**config.mk**
```make
export PLATFORM = sky130hd
export DESIGN_NAME = decode_stage
export DESIGN_NICKNAME = d
export VERILOG_FILES = /design/src/rtl/decode_stage.sv
export SDC_FILE = /design/constraint.sdc
export NUM_CORES = 1
export LEC_CHECK = 0
export BUFFER_PORTS_ARGS = -buffer_cell sky130_fd_sc_hd__buf_2
export CORE_AREA = 3 3 108 110
export DETAILED_ROUTE_END_ITERATION = 7
export DIE_AREA = 0 0 111 113
export GPL_TIMING_DRIVEN = 1
export PLACE_DENSITY = 0.68
export SKIP_CTS_REPAIR_TIMING = 1
export SYNTH_ARGS = -nofsm -noshare
export SYNTH_HDL_FRONTEND = slang
export SYNTH_SLANG_ARGS = --single-unit
```
**constraint.sdc**
```tcl
create_clock -name decode_stage_clock_in -period 2.7 [get_ports decode_stage_clock_in]
set_input_delay 0.135 -clock decode_stage_clock_in [delete_from_list [all_inputs] [get_ports decode_stage_clock_in]]
set_output_delay 0.135 -clock decode_stage_clock_in [all_outputs]
set_load 0.1 [all_outputs]
```
**src/rtl/decode_stage.sv**
```systemverilog
// RV32I instruction-decode stage with a single output pipeline register.
// Decodes the incoming instruction combinationally and registers the fields
// and control bits on acceptance. The stage supports valid/ready
// back-pressure and a flush input that discards both the held instruction
// and the incoming instruction.
// An illegal encoding is still delivered as a valid instruction so that
// downstream logic can raise the trap. Its register indices, immediate and
// ALU controls are zeroed. Only pc and funct3 are kept, for the trap handler.
module decode_stage #(
  parameter int DATA_WIDTH     = 32,
  parameter int REG_ADDR_WIDTH = 5
) (
  input  logic                      decode_stage_clock_in,
  input  logic                      decode_stage_reset_in,
  input  logic [DATA_WIDTH-1:0]     decode_stage_ins_in,
  input  logic [DATA_WIDTH-1:0]     decode_stage_pc_in,
  input  logic                      decode_stage_valid_in,
  output logic                      decode_stage_ready_out,
  input  logic                      decode_stage_flush_in,
  input  logic                      decode_stage_ready_in,
  output logic                      decode_stage_valid_out,
  output logic [DATA_WIDTH-1:0]     decode_stage_pc_out,
  output logic [REG_ADDR_WIDTH-1:0] decode_stage_rs1_out,
  output logic [REG_ADDR_WIDTH-1:0] decode_stage_rs2_out,
  output logic [REG_ADDR_WIDTH-1:0] decode_stage_rd_out,
  output logic [DATA_WIDTH-1:0]     decode_stage_imm_out,
  output logic [2:0]                decode_stage_funct3_out,
  output logic [3:0]                decode_stage_alu_op_out,
  output logic                      decode_stage_alu_src_imm_out,
  output logic                      decode_stage_alu_src_pc_out,
  output logic                      decode_stage_reg_write_out,
  output logic                      decode_stage_mem_read_out,
  output logic                      decode_stage_mem_write_out,
  output logic                      decode_stage_branch_out,
  output logic                      decode_stage_jump_out,
  output logic                      decode_stage_illegal_out
);

  // Major opcodes
  localparam logic [6:0] OPC_LUI    = 7'b0110111;
  localparam logic [6:0] OPC_AUIPC  = 7'b0010111;
  localparam logic [6:0] OPC_JAL    = 7'b1101111;
  localparam logic [6:0] OPC_JALR   = 7'b1100111;
  localparam logic [6:0] OPC_BRANCH = 7'b1100011;
  localparam logic [6:0] OPC_LOAD   = 7'b0000011;
  localparam logic [6:0] OPC_STORE  = 7'b0100011;
  localparam logic [6:0] OPC_OP_IMM = 7'b0010011;
  localparam logic [6:0] OPC_OP     = 7'b0110011;
  localparam logic [6:0] OPC_FENCE  = 7'b0001111;

  // ALU operation codes
  localparam logic [3:0] ALU_ADD    = 4'b0000;
  localparam logic [3:0] ALU_SUB    = 4'b0001;
  localparam logic [3:0] ALU_SLL    = 4'b0010;
  localparam logic [3:0] ALU_SLT    = 4'b0011;
  localparam logic [3:0] ALU_SLTU   = 4'b0100;
  localparam logic [3:0] ALU_XOR    = 4'b0101;
  localparam logic [3:0] ALU_SRL    = 4'b0110;
  localparam logic [3:0] ALU_SRA    = 4'b0111;
  localparam logic [3:0] ALU_OR     = 4'b1000;
  localparam logic [3:0] ALU_AND    = 4'b1001;
  localparam logic [3:0] ALU_PASS_B = 4'b1010;

  localparam logic [6:0] F7_BASE = 7'b0000000;
  localparam logic [6:0] F7_ALT  = 7'b0100000;

  // Instruction fields
  logic [31:0] ins;
  logic [6:0]  opcode;
  logic [2:0]  funct3;
  logic [6:0]  funct7;
  logic [4:0]  rd_field;
  logic [4:0]  rs1_field;
  logic [4:0]  rs2_field;
  logic [31:0] imm_i;
  logic [31:0] imm_s;
  logic [31:0] imm_b;
  logic [31:0] imm_u;
  logic [31:0] imm_j;

  assign ins       = decode_stage_ins_in;
  assign opcode    = ins[6:0];
  assign rd_field  = ins[11:7];
  assign funct3    = ins[14:12];
  assign rs1_field = ins[19:15];
  assign rs2_field = ins[24:20];
  assign funct7    = ins[31:25];

  // Immediates, all sign-extended from bit 31. B and J immediates have an
  // implied zero in bit 0.
  assign imm_i = {{20{ins[31]}}, ins[31:20]};
  assign imm_s = {{20{ins[31]}}, ins[31:25], ins[11:7]};
  assign imm_b = {{19{ins[31]}}, ins[31], ins[7], ins[30:25], ins[11:8], 1'b0};
  assign imm_u = {ins[31:12], 12'd0};
  assign imm_j = {{11{ins[31]}}, ins[31], ins[19:12], ins[20], ins[30:21], 1'b0};

  // Register-register and register-immediate ops share this funct3 mapping.
  // The alternate funct7 forms (SUB, SRA) are handled by the callers.
  function automatic logic [3:0] base_alu(input logic [2:0] f3);
    case (f3)
      3'b000:  base_alu = ALU_ADD;
      3'b001:  base_alu = ALU_SLL;
      3'b010:  base_alu = ALU_SLT;
      3'b011:  base_alu = ALU_SLTU;
      3'b100:  base_alu = ALU_XOR;
      3'b101:  base_alu = ALU_SRL;
      3'b110:  base_alu = ALU_OR;
      default: base_alu = ALU_AND;
    endcase
  endfunction

  // Decoded values for the incoming instruction
  logic [4:0]  rs1_next;
  logic [4:0]  rs2_next;
  logic [4:0]  rd_next;
  logic [31:0] imm_next;
  logic [3:0]  alu_op_next;
  logic        alu_src_imm_next;
  logic        alu_src_pc_next;
  logic        reg_write_next;
  logic        mem_read_next;
  logic        mem_write_next;
  logic        branch_next;
  logic        jump_next;
  logic        illegal_next;

  // Combinational decode of the instruction presented by fetch
  always_comb begin
    rs1_next         = 5'd0;
    rs2_next         = 5'd0;
    rd_next          = 5'd0;
    imm_next         = 32'd0;
    alu_op_next      = ALU_ADD;
    alu_src_imm_next = 1'b0;
    alu_src_pc_next  = 1'b0;
    reg_write_next   = 1'b0;
    mem_read_next    = 1'b0;
    mem_write_next   = 1'b0;
    branch_next      = 1'b0;
    jump_next        = 1'b0;
    illegal_next     = 1'b0;

    case (opcode)
      OPC_LUI: begin
        rd_next          = rd_field;
        imm_next         = imm_u;
        alu_op_next      = ALU_PASS_B;
        alu_src_imm_next = 1'b1;
        reg_write_next   = 1'b1;
      end
      OPC_AUIPC: begin
        rd_next          = rd_field;
        imm_next         = imm_u;
        alu_src_imm_next = 1'b1;
        alu_src_pc_next  = 1'b1;
        reg_write_next   = 1'b1;
      end
      OPC_JAL: begin
        rd_next          = rd_field;
        imm_next         = imm_j;
        alu_src_imm_next = 1'b1;
        alu_src_pc_next  = 1'b1;
        reg_write_next   = 1'b1;
        jump_next        = 1'b1;
      end
      OPC_JALR: begin
        rd_next          = rd_field;
        rs1_next         = rs1_field;
        imm_next         = imm_i;
        alu_src_imm_next = 1'b1;
        alu_src_pc_next  = 1'b1;
        reg_write_next   = 1'b1;
        jump_next        = 1'b1;
        illegal_next     = (funct3 != 3'b000);
      end
      OPC_BRANCH: begin
        rs1_next     = rs1_field;
        rs2_next     = rs2_field;
        imm_next     = imm_b;
        alu_op_next  = ALU_SUB;
        branch_next  = 1'b1;
        illegal_next = (funct3 == 3'b010) || (funct3 == 3'b011);
      end
      OPC_LOAD: begin
        rd_next          = rd_field;
        rs1_next         = rs1_field;
        imm_next         = imm_i;
        alu_src_imm_next = 1'b1;
        reg_write_next   = 1'b1;
        mem_read_next    = 1'b1;
        // LB, LH, LW, LBU, LHU only
        illegal_next     = (funct3 == 3'b011) || (funct3 == 3'b110) || (funct3 == 3'b111);
      end
      OPC_STORE: begin
        rs1_next         = rs1_field;
        rs2_next         = rs2_field;
        imm_next         = imm_s;
        alu_src_imm_next = 1'b1;
        mem_write_next   = 1'b1;
        illegal_next     = funct3[2] || (funct3[1:0] == 2'b11);
      end
      OPC_OP_IMM: begin
        rd_next          = rd_field;
        rs1_next         = rs1_field;
        imm_next         = imm_i;
        alu_src_imm_next = 1'b1;
        reg_write_next   = 1'b1;
        alu_op_next      = base_alu(funct3);
        // Shift-immediates carry a funct7 in the upper immediate bits
        if (funct3 == 3'b001) begin
          illegal_next = (funct7 != F7_BASE);
        end else if (funct3 == 3'b101) begin
          if (funct7 == F7_ALT) begin
            alu_op_next = ALU_SRA;
          end else if (funct7 != F7_BASE) begin
            illegal_next = 1'b1;
          end
        end
      end
      OPC_OP: begin
        rd_next        = rd_field;
        rs1_next       = rs1_field;
        rs2_next       = rs2_field;
        reg_write_next = 1'b1;
        alu_op_next    = base_alu(funct3);
        if (funct7 == F7_ALT) begin
          if (funct3 == 3'b000) begin
            alu_op_next = ALU_SUB;
          end else if (funct3 == 3'b101) begin
            alu_op_next = ALU_SRA;
          end else begin
            illegal_next = 1'b1;
          end
        end else if (funct7 != F7_BASE) begin
          illegal_next = 1'b1;
        end
      end
      OPC_FENCE: begin
        // Single-hart in-order core: FENCE behaves as a NOP
      end
      default: begin
        illegal_next = 1'b1;
      end
    endcase

    // Writes to x0 are discarded here so execute never has to check rd.
    if (rd_next == 5'd0) begin
      reg_write_next = 1'b0;
    end

    // A trapping instruction must have no architectural side effects.
    if (illegal_next) begin
      rs1_next         = 5'd0;
      rs2_next         = 5'd0;
      rd_next          = 5'd0;
      imm_next         = 32'd0;
      alu_op_next      = ALU_ADD;
      alu_src_imm_next = 1'b0;
      alu_src_pc_next  = 1'b0;
      reg_write_next   = 1'b0;
      mem_read_next    = 1'b0;
      mem_write_next   = 1'b0;
      branch_next      = 1'b0;
      jump_next        = 1'b0;
    end
  end

  logic accept;

  assign decode_stage_ready_out = !decode_stage_valid_out || decode_stage_ready_in;
  assign accept = decode_stage_valid_in && decode_stage_ready_out;

  // Output pipeline register. Flush wins over everything. The data fields
  // only change when a new instruction is accepted.
  always_ff @(posedge decode_stage_clock_in or posedge decode_stage_reset_in) begin
    if (decode_stage_reset_in) begin
      decode_stage_valid_out       <= 1'b0;
      decode_stage_pc_out          <= '0;
      decode_stage_rs1_out         <= '0;
      decode_stage_rs2_out         <= '0;
      decode_stage_rd_out          <= '0;
      decode_stage_imm_out         <= '0;
      decode_stage_funct3_out      <= 3'd0;
      decode_stage_alu_op_out      <= 4'd0;
      decode_stage_alu_src_imm_out <= 1'b0;
      decode_stage_alu_src_pc_out  <= 1'b0;
      decode_stage_reg_write_out   <= 1'b0;
      decode_stage_mem_read_out    <= 1'b0;
      decode_stage_mem_write_out   <= 1'b0;
      decode_stage_branch_out      <= 1'b0;
      decode_stage_jump_out        <= 1'b0;
      decode_stage_illegal_out     <= 1'b0;
    end else if (decode_stage_flush_in) begin
      decode_stage_valid_out <= 1'b0;
    end else if (accept) begin
      decode_stage_valid_out       <= 1'b1;
      decode_stage_pc_out          <= decode_stage_pc_in;
      decode_stage_rs1_out         <= rs1_next;
      decode_stage_rs2_out         <= rs2_next;
      decode_stage_rd_out          <= rd_next;
      decode_stage_imm_out         <= imm_next;
      decode_stage_funct3_out      <= funct3;
      decode_stage_alu_op_out      <= alu_op_next;
      decode_stage_alu_src_imm_out <= alu_src_imm_next;
      decode_stage_alu_src_pc_out  <= alu_src_pc_next;
      decode_stage_reg_write_out   <= reg_write_next;
      decode_stage_mem_read_out    <= mem_read_next;
      decode_stage_mem_write_out   <= mem_write_next;
      decode_stage_branch_out      <= branch_next;
      decode_stage_jump_out        <= jump_next;
      decode_stage_illegal_out     <= illegal_next;
    end else if (decode_stage_ready_in) begin
      decode_stage_valid_out <= 1'b0;
    end
  end

endmodule

```
==> Word level (Yosys, flattened, before mapping) <==
Index checks and enable logic that the tools add are counted.
{ "word_totals": {"register_bits": 95, "out_inout_bits": 96, "wordCells": 101} }
{ "op_classes": {"n_reduce_logical": 22, "bitwise": 1, "muxes": 43, "eq_ne": 19} }
{ "ops": {"columns": ["operator", "count"], "rows": [
  ["32-bit one-hot mux with 5 select lines", 1],
  ["32-bit two-way mux", 1],
  ["5-bit two-way mux", 6],
  ["7-bit by 6-bit equality test with 1-bit output (second input constant)", 4],
  ["4-bit two-way mux", 7],
  ["4-bit one-hot mux with 7 select lines", 1],
  ["1-bit two-way mux", 25],
  ["7-bit equality test (second input constant)", 3],
  ["4-bit one-hot mux with 4 select lines", 1],
  ["7-bit by 5-bit equality test with 1-bit output (second input constant)", 2],
  ["7-bit OR reduction", 2],
  ["3-bit equality test (second input constant)", 4],
  ["3-bit OR reduction", 3],
  ["7-bit by 2-bit equality test with 1-bit output (second input constant)", 1],
  ["7-bit by 4-bit equality test with 1-bit output (second input constant)", 1],
  ["1-bit one-hot mux with 7 select lines", 1],
  ["7-bit nonzero test", 1],
  ["3-bit by 2-bit equality test with 1-bit output (second input constant)", 2],
  ["3-bit nonzero test", 2],
  ["6-bit OR reduction", 1],
  ["5-bit logical NOT", 1],
  ["1-bit logical OR", 5],
  ["2-bit OR reduction", 2],
  ["4-bit OR reduction", 1],
  ["other kinds (7)", 7]
]} }

==> Longest topological paths before layout <==
{ "depth": {"depth_word": 7, "mapped_depth": 8} }

==> Worst setup path before layout <==
No wires, ideal clock.
{ "synth_path": {"path_kind": "register -> register", "from": "reg decode_stage_valid_out", "to": "reg decode_stage_branch_out", "setup_time_ns": 0.096, "path_buffers": 2, "stages_incl_launch_ff": 7, "arrival_time_ns": 2.953, "path_slack_ns": -0.349, "t_required_ns": 2.604, "cell_sequence": "dfrtp_1 -> nand2b_1 -> nand3b_1 -> clkbuf_1 -> clkbuf_1 -> nand2_1 -> o31ai_1"} }
{ "synth_via": {"elab_chain_len": 4} }
{ "synth_lines": {"columns": ["element", "line_no", "source"], "rows": [
  ["start, declared", "21", "output logic decode_stage_valid_out,"],
  ["start signal, assigned", "277", "decode_stage_valid_out <= 1'b0;"],
  ["start signal, assigned", "294", "decode_stage_valid_out <= 1'b0;"],
  ["start signal, assigned", "296", "decode_stage_valid_out <= 1'b1;"],
  ["1-bit logical NOT", "270", "assign decode_stage_ready_out = !decode_stage_valid_out || decode_stage_ready_in;"],
  ["1-bit logical OR", "270", null],
  ["net decode_stage_ready_out", "18", "output logic decode_stage_ready_out,"],
  ["1-bit logical AND", "271", "assign accept = decode_stage_valid_in && decode_stage_ready_out;"],
  ["2-bit AND reduction (no line)", null, null],
  ["end signal, assigned", "309", "decode_stage_branch_out <= branch_next;"],
  ["end, declared", "34", "output logic decode_stage_branch_out,"]
]} }
The timed path passes the listed nets, and every way through them passes these cells.
A chain may end at the register's enable or synchronous reset.

==> Worst setup path after layout <==
{ "layout_path": {"from": "reg decode_stage_valid_out", "to": "reg decode_stage_pc_out[4]"} }
{ "layout_via": {"elab_chain_len": 4} }
{ "layout_lines": {"columns": ["element", "line_no", "source"], "rows": [
  ["1-bit logical NOT", "270", null],
  ["1-bit logical OR", "270", null],
  ["1-bit logical AND", "271", null],
  ["2-bit AND reduction (no line)", null, null],
  ["end signal, assigned", "297", "decode_stage_pc_out <= decode_stage_pc_in;"],
  ["end, declared", "22", "output logic [DATA_WIDTH-1:0] decode_stage_pc_out,"]
]} }
Every way passes these cells.

==> flow_summary.toml <==
[run_status]
status = "complete, but fails checks"
violations = "hold timing"

[critical_path]
cp-start-kind = "flip-flop"
cp-end-kind = "flip-flop"
r2r-end = "decode_stage_pc_out[4]"
cp.arrival_ps = 2260
r2r_setup_slack_ps = 690
r2r_start = "decode_stage_valid_out"
reg2regPathDepth = 4
path_class = "flip-flop to flip-flop"
crit_fanout = 95
crit_start = "decode_stage_valid_out"
critPathRequiredTime_ps = 2950

[worst_hold_path]
hold_path_class = "input pin to async pin"

[grt]
grt_pass1_vias = 3868
overflow = 0
grt_pass1_wl_um = 19750
grt_use_total_pct = 19.62
grt_max_degree = 96
antenna_found_initial = 0

[synth]
yosysUniqueCellTypes = 48
synthesis.instances = 384
yosys_warnings = 0
ys_seq_elements = 95
synth_edf_count = 0
async_flop_share_pct = 100.0
syn_area_mm2 = 0.004218
avgSynthCellArea_um2 = 10.98
synth-seq-area-share_pct = 56.36
syn_nets = 453
synth_ff_type = "dfrtp_1"

[sta]
hold_viol = 19
finalWorstSetupSlack_ps = 688.9
slew_headroom_pct = 30.02
slew_violations = 0
fin_crit_sh_pct = 74.48
finalSetupViolCount = 0
whs_ps = -2.034
finClkSkew_ps = 10.97
min_period_ps = 2011
worstMarginPinSlew_ps = 1050
finalSetupTns_ps = 0
rsz0062_at_grt = "false"
fmax_mhz = 497.2

[floorplanning]
die_area_mm2 = 0.01254
core_area_mm2 = 0.01079
initial_core_util_pct = 39.08
io_pins = 165
fp.dieH_um = 113
die_x_um = 111
row_count = 38

[detailed_routing]
totalWireLength_um = 12270
vias_per_cell = 5.324
drc = 0
drt_iter0_drc = 283
post_drt_wl_per_cell_um = 17.50
firstDrtPassIters = 5
antenna_left = 0
num_vias = 3732

[clock_network]
insertion_delay_ps = 360
path_clk_slew_ps = 100
clock_path_buffers = 2
cts_tree = "yes"
cts_sinks = 95
ctsHtreeMaxLevel = 3
cts_buffers = 9
clock_tree.root_cell = "clkbuf_8"

[final_layout]
layout_commonest_cell = "buf_2"
insertedDiodeCount = 0
fin_area_mm2 = 0.005560
layout_common_cells = "164 x buf_2, 95 x dfrtp_1, 51 x nand2_1"
fillers = 988
drive_above_1_share_pct = 40.46
area_growth_pct = 31.83
nets = 625

[pwr]
peakVddDrop_v = 0.0004216
leakage_uw = 0.002694
powerDensity_mw_per_mm2 = 673.3

[placed_design]
place_area_mm2 = 0.005129
port_buffers = 164
place_ws_ps = 577.7
place_congestion = 0.8355
hpwl_um = 8662

[job]
max_cap_viol_count = 0
per-stage QoR:
stage,std cells,total power (uW),utilization [%]
2_1_floorplan,384,2492,-
3_3_place_gp,664,2709,47.52
3_5_place_dp,664,2727,47.52
4_1_cts,680,3756,49.57
5_1_grt,701,3890,51.52
6_report,701,3744,51.52
final cells by class:
class | count | area [um2] | share of cell area, %
tap | 140 | 175.2 | 3.150
inverter | 6 | 25.02 | 0.4500
clock inverter | 6 | 93.84 | 1.688
multi-input combinational | 254 | 1680 | 30.22
timing repair buffer | 190 | 1081 | 19.44
clock buffer | 10 | 127.6 | 2.295
sequential | 95 | 2377 | 42.75
where the power goes:
group | internal [uW] | switching (uW)
clock network | 529 | 500
logic | 224 | 932
registers | 1510 | 45.0
total | 2270 | 1480
cell usage after synthesis (3+ instances only):
master | number | area, um2
dfrtp_1 | 95 | 2377
nand2_1 | 51 | 191.4
o21ai_0 | 43 | 215.2
mux2_2 | 34 | 382.9
a21oi_1 | 26 | 130.1
a32o_1 | 19 | 190.2
clkbuf_1 | 15 | 56.30
buf_2 | 10 | 50.05
nand3_1 | 9 | 45.04
nor2_1 | 9 | 33.78
inv_1 | 6 | 22.52
nor3_1 | 5 | 25.02
o31ai_1 | 5 | 37.54
a22oi_1 | 4 | 30.03
nor2b_1 | 4 | 25.02
and2_1 | 3 | 18.77
nand3b_1 | 3 | 22.52
o32ai_1 | 3 | 26.28
or2_2 | 3 | 18.77
kinds of logic (layout without fill, tap and decap cells):
logic type             count (synthesis)  count (layout)  synth area share, %
flip-flops                            95              95                56.36
multiplexers                          34              34                9.077
XOR/XNOR                               1               1               0.2077
buffers and inverters                 35             212                3.856
AO/OA/AOI/OAI                        119             119                18.42
AND/OR/NAND/NOR                      100             100                12.07
worst max path at each step:
| stage | to | slack [ps] | depth (start not counted) |
|---|---|---|---|
| floorplan | decode_stage_branch_out | 7 | 6 |
| global route | decode_stage_rs1_out[1] | 530 | 6 |
| global placement | decode_stage_imm_out[15] | 630 | 7 |
| finish | decode_stage_pc_out[4] | 690 | 4 |
| detailed placement | decode_stage_imm_out[23] | 580 | 7 |
| CTS | decode_stage_pc_out[1] | 680 | 4 |
state kept, by name, summed over array words and instances (netlist names), 3 cells and up:
name                     cells
decode_stage_alu_op_out      4
decode_stage_funct3_out      3
decode_stage_imm_out        32
decode_stage_pc_out         32
decode_stage_rd_out          5
decode_stage_rs1_out         5
decode_stage_rs2_out         5
worst max-delay path, stage by stage, from the launching register on:
cell and delay [ps]:
dfrtp_1 360, nand2b_2 70, nand3b_1 150, buf_4 800, mux2_2 420
layer usage:
metal / track usage, % / part of all wire [%]
met1: 26.35 / 42
met4: 7.553 / 1.3
met3: 3.850 / 6.5
met2: 31.67 / 50
met5: 0 / 0
(Power assumes the default switching activity.)
